--- config.mk ---
export PLATFORM = sky130hd
export DESIGN_NAME = fifo_wr_arbiter
export DESIGN_NICKNAME = d
export VERILOG_FILES = /design/src/rtl/fifo_wr_arbiter.sv
export SDC_FILE = /design/constraint.sdc
export NUM_CORES = 1
export LEC_CHECK = 0
export CAP_MARGIN = 5
export CORE_UTILIZATION = 38
export CTS_BUF_LIST = sky130_fd_sc_hd__clkbuf_8
export DETAILED_ROUTE_END_ITERATION = 8
export GPL_ROUTABILITY_DRIVEN = 0
export GPL_TIMING_DRIVEN = 0
export PLACE_DENSITY = 0.9
export SYNTH_ARGS = -nofsm -noshare
export SYNTH_HDL_FRONTEND = slang
export SYNTH_SLANG_ARGS = --single-unit
--- constraint.sdc ---
create_clock -name clk -period 2.3 [get_ports clk]
set_clock_uncertainty 0.2 [all_clocks]
set_input_delay 0.46 -clock clk [delete_from_list [all_inputs] [get_ports clk]]
set_output_delay 0.46 -clock clk [all_outputs]
set_load 0.01 [all_outputs]
--- src/rtl/fifo_wr_arbiter.sv ---
// Round-robin write-port arbiter: shares one fifo_sync write port between NREQ
// producers, granting bursts of up to BURST words with a one-cycle bubble between grants.
module fifo_wr_arbiter #(
  parameter int unsigned NREQ  = 4,
  parameter int unsigned DSIZE = 8,
  parameter int unsigned BURST = 4,
  localparam int unsigned IW   = $clog2(NREQ)
) (
  input  logic                  clk,
  input  logic                  rst,
  input  logic [NREQ-1:0]       req,
  input  logic [NREQ*DSIZE-1:0] req_data,
  output logic [NREQ-1:0]       req_ack,
  output logic [NREQ-1:0]       gnt,
  output logic [IW-1:0]         gnt_id,
  input  logic                  wfull,
  output logic                  winc,
  output logic [DSIZE-1:0]      wdata
);

  localparam int unsigned BW = $clog2(BURST) + 1;

  typedef enum logic [0:0] {
    IDLE  = 1'b0,
    GRANT = 1'b1
  } state_t;

  state_t          state_q, state_d;
  logic [NREQ-1:0] gnt_q, gnt_d;
  logic [IW-1:0]   gnt_id_q, gnt_id_d;
  logic [BW-1:0]   beat_q, beat_d;
  logic [IW-1:0]   last_q, last_d;

  logic             pick_found;
  logic [IW-1:0]    pick_id;
  logic [IW-1:0]    scan_idx;
  logic             owner_req;
  logic [DSIZE-1:0] owner_data;
  logic             burst_end;

  always_ff @(posedge clk or posedge rst) begin
    if (rst) begin
      state_q  <= IDLE;
      gnt_q    <= '0;
      gnt_id_q <= '0;
      beat_q   <= '0;
      last_q   <= IW'(NREQ - 1);
    end else begin
      state_q  <= state_d;
      gnt_q    <= gnt_d;
      gnt_id_q <= gnt_id_d;
      beat_q   <= beat_d;
      last_q   <= last_d;
    end
  end

  // Rotating priority scan starting just after the previous owner.
  always_comb begin
    pick_found = 1'b0;
    pick_id    = '0;
    scan_idx   = '0;
    for (int unsigned k = 1; k <= NREQ; k++) begin
      scan_idx = IW'((32'(last_q) + k) % NREQ);
      if (!pick_found && req[scan_idx]) begin
        pick_found = 1'b1;
        pick_id    = scan_idx;
      end
    end
  end

  always_comb begin
    owner_req  = 1'b0;
    owner_data = '0;
    for (int i = 0; i < int'(NREQ); i++) begin
      if (gnt_id_q == IW'(i)) begin
        owner_req  = req[i];
        owner_data = req_data[i*DSIZE +: DSIZE];
      end
    end
  end

  always_comb begin
    state_d   = state_q;
    gnt_d     = gnt_q;
    gnt_id_d  = gnt_id_q;
    beat_d    = beat_q;
    last_d    = last_q;
    winc      = 1'b0;
    wdata     = '0;
    req_ack   = '0;
    burst_end = 1'b0;
    case (state_q)
      IDLE: begin
        if (pick_found) begin
          state_d  = GRANT;
          gnt_d    = NREQ'(1) << pick_id;
          gnt_id_d = pick_id;
          beat_d   = '0;
        end
      end
      default: begin
        wdata = owner_data;
        winc  = owner_req & ~wfull;
        if (winc) begin
          req_ack = NREQ'(1) << gnt_id_q;
          if (beat_q == BW'(BURST - 1)) begin
            burst_end = 1'b1;
          end else begin
            beat_d = beat_q + BW'(1);
          end
        end else if (!owner_req) begin
          burst_end = 1'b1;
        end
        // wfull with the owner still requesting falls through: grant and count hold.
        if (burst_end) begin
          state_d  = IDLE;
          last_d   = gnt_id_q;
          gnt_d    = '0;
          gnt_id_d = '0;
          beat_d   = '0;
        end
      end
    endcase
  end

  assign gnt    = gnt_q;
  assign gnt_id = gnt_id_q;

endmodule
Yosys cells after proc, flatten, opt, wreduce, memory -nomap -nowiden
Index checks and enable logic that the tools add are counted.
- eq/ne operators: 7
- magnitude comparators: 4
- bitwise gates (word level): 2
- shift operators: 2
- multiplexer cells: 46
- add/sub/neg operators: 5
- reductions and logical operators: 11
- operators with widths (cell ; number):
    $mux W8 ; 5
    $mux W1 ; 20
    $mux W4 ; 5
    $mux W3 ; 5
    $mux W2 ; 7
    $lt A2 B3 Y1 const B ; 4
    $bmux W1 S2 ; 4
    $shl A1 B2 Y4 const A ; 2
    $add A2 B1 Y2 const B ; 2
    $add A2 B2 Y2 const B ; 2
    $eq A2 B2 Y1 const B ; 2
    $reduce_and A2 Y1 ; 2
    $add A3 B1 Y3 const B ; 1
    $eq A3 B2 Y1 const B ; 1
    $logic_and A1 B1 Y1 ; 3
    $logic_not A1 Y1 ; 3
    $ne A3 B1 Y1 const B ; 1
    $ne A3 B2 Y1 const B ; 1
    $reduce_and A3 Y1 ; 1
    $eq A2 B1 Y1 const B ; 1
    $logic_not A2 Y1 ; 1
    $ne A2 B1 Y1 const B ; 1
    $reduce_bool A2 Y1 ; 1
    $and A1 B1 Y1 ; 1
    $not A1 Y1 ; 1
- word-level logic and storage cells: 82
- output and inout port bits: 19
- bits of input ports: 39
- register bits after elaboration: 12

Longest topological paths before layout
- depth in word-level cells: 16
- gate-level depth with buffers: 6
- mapped depth without buffers: 5

Worst setup path before layout
No wires, ideal clock.
- path kind: register to output
- start point: register gnt_id_q[0] (netlist: gnt_id[0])
- end point: output port wdata[0]
- buffers on the path: 2
- cell stages (with the launch flop): 5
- data arrival time: 1521 ps
- setup slack: 119 ps
- required time: 1640 ps
- path through: dfrtp_1 -> buf_2 -> buf_2 -> mux4_2 -> and2_1
- word-level cells in the longest chain between the ends: 6
- elaborated cells between the ends (all ways): 9
- classes of those cells: 3 x eq/ne; 5 x mux; 1 x reduce/logical
- ends and longest elaborated chain (item ; line ; RTL):
    start: declaration ; 30 ; logic [IW-1:0] gnt_id_q, gnt_id_d;
    start signal: assignment ; 51 ; gnt_id_q <= gnt_id_d;
    $logic_not A2 Y1 ; 75 ; if (gnt_id_q == IW'(i)) begin
    $mux W8 (3 in series) ; 75 ;
    $mux W8 * ; 75 ;
    $mux W8 * ; 92 ; case (state_q)
    end: declaration ; 18 ; output logic [DSIZE-1:0] wdata
Mark *: on every way between the ends. The rest lies on a longest branch, timed or not.

Worst setup path in the final report
- start point: input port req[3]
- end point: output port req_ack[1]
- word-level cells in the longest chain between the ends: 4
- ends and longest elaborated chain (item ; line ; RTL):
    start: declaration ; 11 ; input logic [NREQ-1:0] req,
    $mux W1 ; 75 ;
    $and A1 B1 Y1 ; 103 ; winc = owner_req & ~wfull;
    $mux W4 ; 104 ; if (winc) begin
    $mux W4 ; 92 ;
    end: declaration ; 13 ; output logic [NREQ-1:0] req_ack,
Every way passes these cells.

==> impl_metrics.py <==
metrics = {
    "global_routing": {
        "antenna_found_initial": 0,
        "track_usage_pct": 24.6,
        "grt-ovfl-total": 0,
        "grt_max_degree": 13,
        "grt_pass1_wl_um": 4770,
        "grt_pass1_vias": 1119,
    },
    "run_status": {
        "violations": "negative setup slack",
        "status": "finished, violations left",
    },
    "logic_synthesis": {
        "synth_edf_count": 0,
        "synth_top_cell_by_area": "dfrtp_1",
        "ys_top_cells_by_count": "10 x dfrtp_1, 9 x mux4_2, 8 x and2_1",
        "synth_cells": 87,
        "synth_nets": 128,
        "synth_area_leaders": "dfrtp_1 26%, mux4_2 21%, dfstp_2 5.5%",
        "synthMuxAreaShare_pct": 26.7,
        "synth_fa_ha_area_share_pct": 2.61,
        "syn_area_per_cell_um2": 11.0,
        "ys_seq_area_share_pct": 31.6,
        "ys.flop_type": "dfrtp_1",
        "synth_top_family_by_area": "multiplexers",
        "synth-compound-area-share_pct": 15.0,
        "syn_area_um2": 957,
        "synth-simple-area-share_pct": 19.1,
        "yosys_warnings": 0,
        "synthArstFlopShare_pct": 100,
        "synth_most_common_cell": "dfrtp_1",
        "synth_top_cell_area_share_pct": 26.1,
        "synthDistinctLibCells": 32,
        "ys_ff_latch": 12,
        "synth-xor-area-share_pct": 0,
    },
    "clock_network": {
        "numCtsBuffers": 3,
        "clock_path_buffers": 2,
        "clk_pin_slew_ps": 50,
        "root_buffer": "clkbuf_8",
        "clkLatencyLatePin_ps": 240,
        "cts_tree": "yes",
        "cts_sinks": 12,
        "cts_max_level": 1,
    },
    "floorplanning": {
        "die_y_um": 52.2,
        "coreArea_um2": 2300,
        "num_rows": 17,
        "initial_core_util_pct": 41.7,
        "fp.dieW_um": 52.2,
        "io_pins": 58,
        "die_area_um2": 2720,
    },
    "drt": {
        "drt_iter0_markers": 16,
        "vias_per_cell": 5.45,
        "wl_per_cell_um": 16.9,
        "finalWirelength_um": 3150,
        "drc": 0,
        "num_vias": 1014,
        "drtPass1Iterations": 4,
        "antenna_left": 0,
    },
    "sta": {
        "setup_viol": 5,
        "rsz0062_at_grt": "yes",
        "worst_slack_ps": -20.8,
        "setup_tns_ps": -47.9,
        "fin_crit_ps": 2320,
        "finalCritPeriodShare_pct": 101,
        "relSlewSlack_pct": 69.4,
        "max_freq_mhz": 431,
        "drv_slew": 0,
        "worst_pin_slew_ps": 459,
        "hold_violations": 0,
    },
    "critical_path": {
        "crit_buf_inv": 3,
        "crit_cells": 6,
        "cp_data_required_time_ps": 1640,
        "max_stage_delay_ps": 500,
        "cp.arrival_ps": 1660,
        "crit_slowest_cell": "mux4_2",
        "cp-end-kind": "output pin",
        "critPathTopFamily": "buffers and inverters",
        "reg2reg_depth": 5,
        "start_kind": "input pin",
        "critical_path_class": "input pin to output pin",
        "crit_path_cell_trace": "clkdlybuf4s15_2 > mux4_2 > nand3b_1 > buf_4 > nor3b_2 > buf_2",
        "path_max_fanout": 7,
    },
    "final_layout": {
        "multi_input_area_um2": 639,
        "n_fill_cell": 149,
        "insertedDiodeCount": 0,
        "finalNonFillerCells": 186,
        "synthToLayoutAreaGrowth_pct": 77.4,
        "num-nets-final": 200,
        "regArea_um2": 305,
        "final_layout_size_suffix_gt1_share_pct": 37.3,
    },
    "power_and_ir_drop": {
        "vdd_ir_drop_max_mv": 0.662,
        "power_per_cell_area_nw_per_um2": 1010,
        "leakage_uw": 0.000797,
    },
    "flow_run": {
        "drv_cap": 0,
    },
    "worst_hold_path": {
        "hp-class": "flip-flop to flip-flop",
        "worstHoldPathCells": 1,
    },
    "placed_design": {
        "dpl.hpwl_um": 2350,
        "placed_cells": 172,
        "io_buffers": 57,
    },
}
==> worst paths after layout <==
path / start / end / slack, ps
setup / recovery: req[3] / req_ack[1] / -20
hold / removal: beat_q[0]$_DFFE_PP0P_ / beat_q[0]$_DFFE_PP0P_ / 280
setup reg to reg: gnt_id[1]$_DFFE_PP0P_ / last_q[0]$_DFFE_PP1P_ / 260
hold reg to reg: beat_q[0]$_DFFE_PP0P_ / beat_q[0]$_DFFE_PP0P_ / 280
max in group asynchronous: rst / last_q[0]$_DFFE_PP1P_ / 1230
min in group asynchronous: rst / beat_q[0]$_DFFE_PP0P_ / 330
==> registers in the layout, summed over array words and instances (netlist names) <==
signal / flops
last_q: 2
gnt: 4
beat_q: 3
state_q: 1
gnt_id: 2
==> cells by family after synthesis <==
logic type	count (synthesis)
flip-flops	12
multiplexers	14
adder cells (fa/ha/maj)	2
AO/OA/AOI/OAI	18
AND/OR/NAND/NOR	31
buffers and inverters	10
==> layer usage <==
layer | wire, um | up-vias | share of wire (%) | track usage, %
li1 | - | 473 | - | -
met1 | 1180 | 481 | 37 | 23.9
met2 | 1640 | 53 | 52 | 46.8
met3 | 277 | 7 | 8.8 | 6.09
met4 | 55 | 0 | 1.7 | 13.6
met5 | 0 | - | 0 | 0
==> where the power goes <==
| part | internal [uW] | switching [uW] | leakage, uW |
|---|---|---|---|
| Clock | 117 | 75.6 | 0.0000269 |
| Combinational | 682 | 463 | 0.000620 |
| Sequential | 301 | 74.2 | 0.000150 |
==> final cells by class <==
type | instances | area share [%]
Inverter | 5 | 1.11
Sequential cell | 12 | 18.0
Clock inverter | 1 | 0.221
Clock buffer | 3 | 2.43
Multi-Input combinational cell | 65 | 37.7
Tap cell | 28 | 2.06
Buffer | 3 | 1.62
Timing Repair Buffer | 69 | 36.9
==> cell usage in the layout (no fill, tap or decap), drive strengths merged <==
cell / Yosys / layout
clkdlybuf4s15: 0 / 1
a22o: 1 / 1
a21boi: 1 / 1
nor3: 1 / 1
dfstp: 2 / 2
mux4: 9 / 9
nand2b: 4 / 4
a32o: 4 / 4
ha: 2 / 2
nor4: 1 / 1
nand3: 1 / 1
and3: 1 / 1
mux2: 2 / 2
o2bb2ai: 1 / 1
o21ai: 2 / 2
inv: 5 / 6
clkbuf: 2 / 8
and2: 8 / 8
nand2: 1 / 1
nor2: 5 / 5
or2: 1 / 1
clkdlybuf4s50: 0 / 32
nor3b: 2 / 2
a21oi: 2 / 2
or3b: 1 / 1
dlygate4sd2: 0 / 3
nand4: 1 / 1
nand3b: 1 / 1
dfrtp: 10 / 10
nor2b: 3 / 3
a21o: 3 / 3
o22ai: 4 / 4
mux2i: 3 / 3
dlymetal6s2s: 0 / 6
buf: 3 / 25
==> metrics by stage <==
stage          power (uW)  util [%]  setup WS [ps]  area, um^2  hold WS (ps)
2_1_floorplan         938         -            119         957           123
3_3_place_gp         1340      68.0           -695        1560           267
5_1_grt              1830      73.9          -84.3        1700           297
4_1_cts              1630      72.4          -64.1        1660           284
6_report             1710      73.9          -20.8        1700           279
3_5_place_dp         1370      68.0           -748        1560           277
==> what timing repair did <==
item	4_1_cts	5_1_grt
gates resized for setup	72	22
setup buffers	10	2
setup endpoints to repair	13	12
pin swaps	4	1
hold buffers	0	0
cloned	0	0
Power figures use the tool's default switching activity.
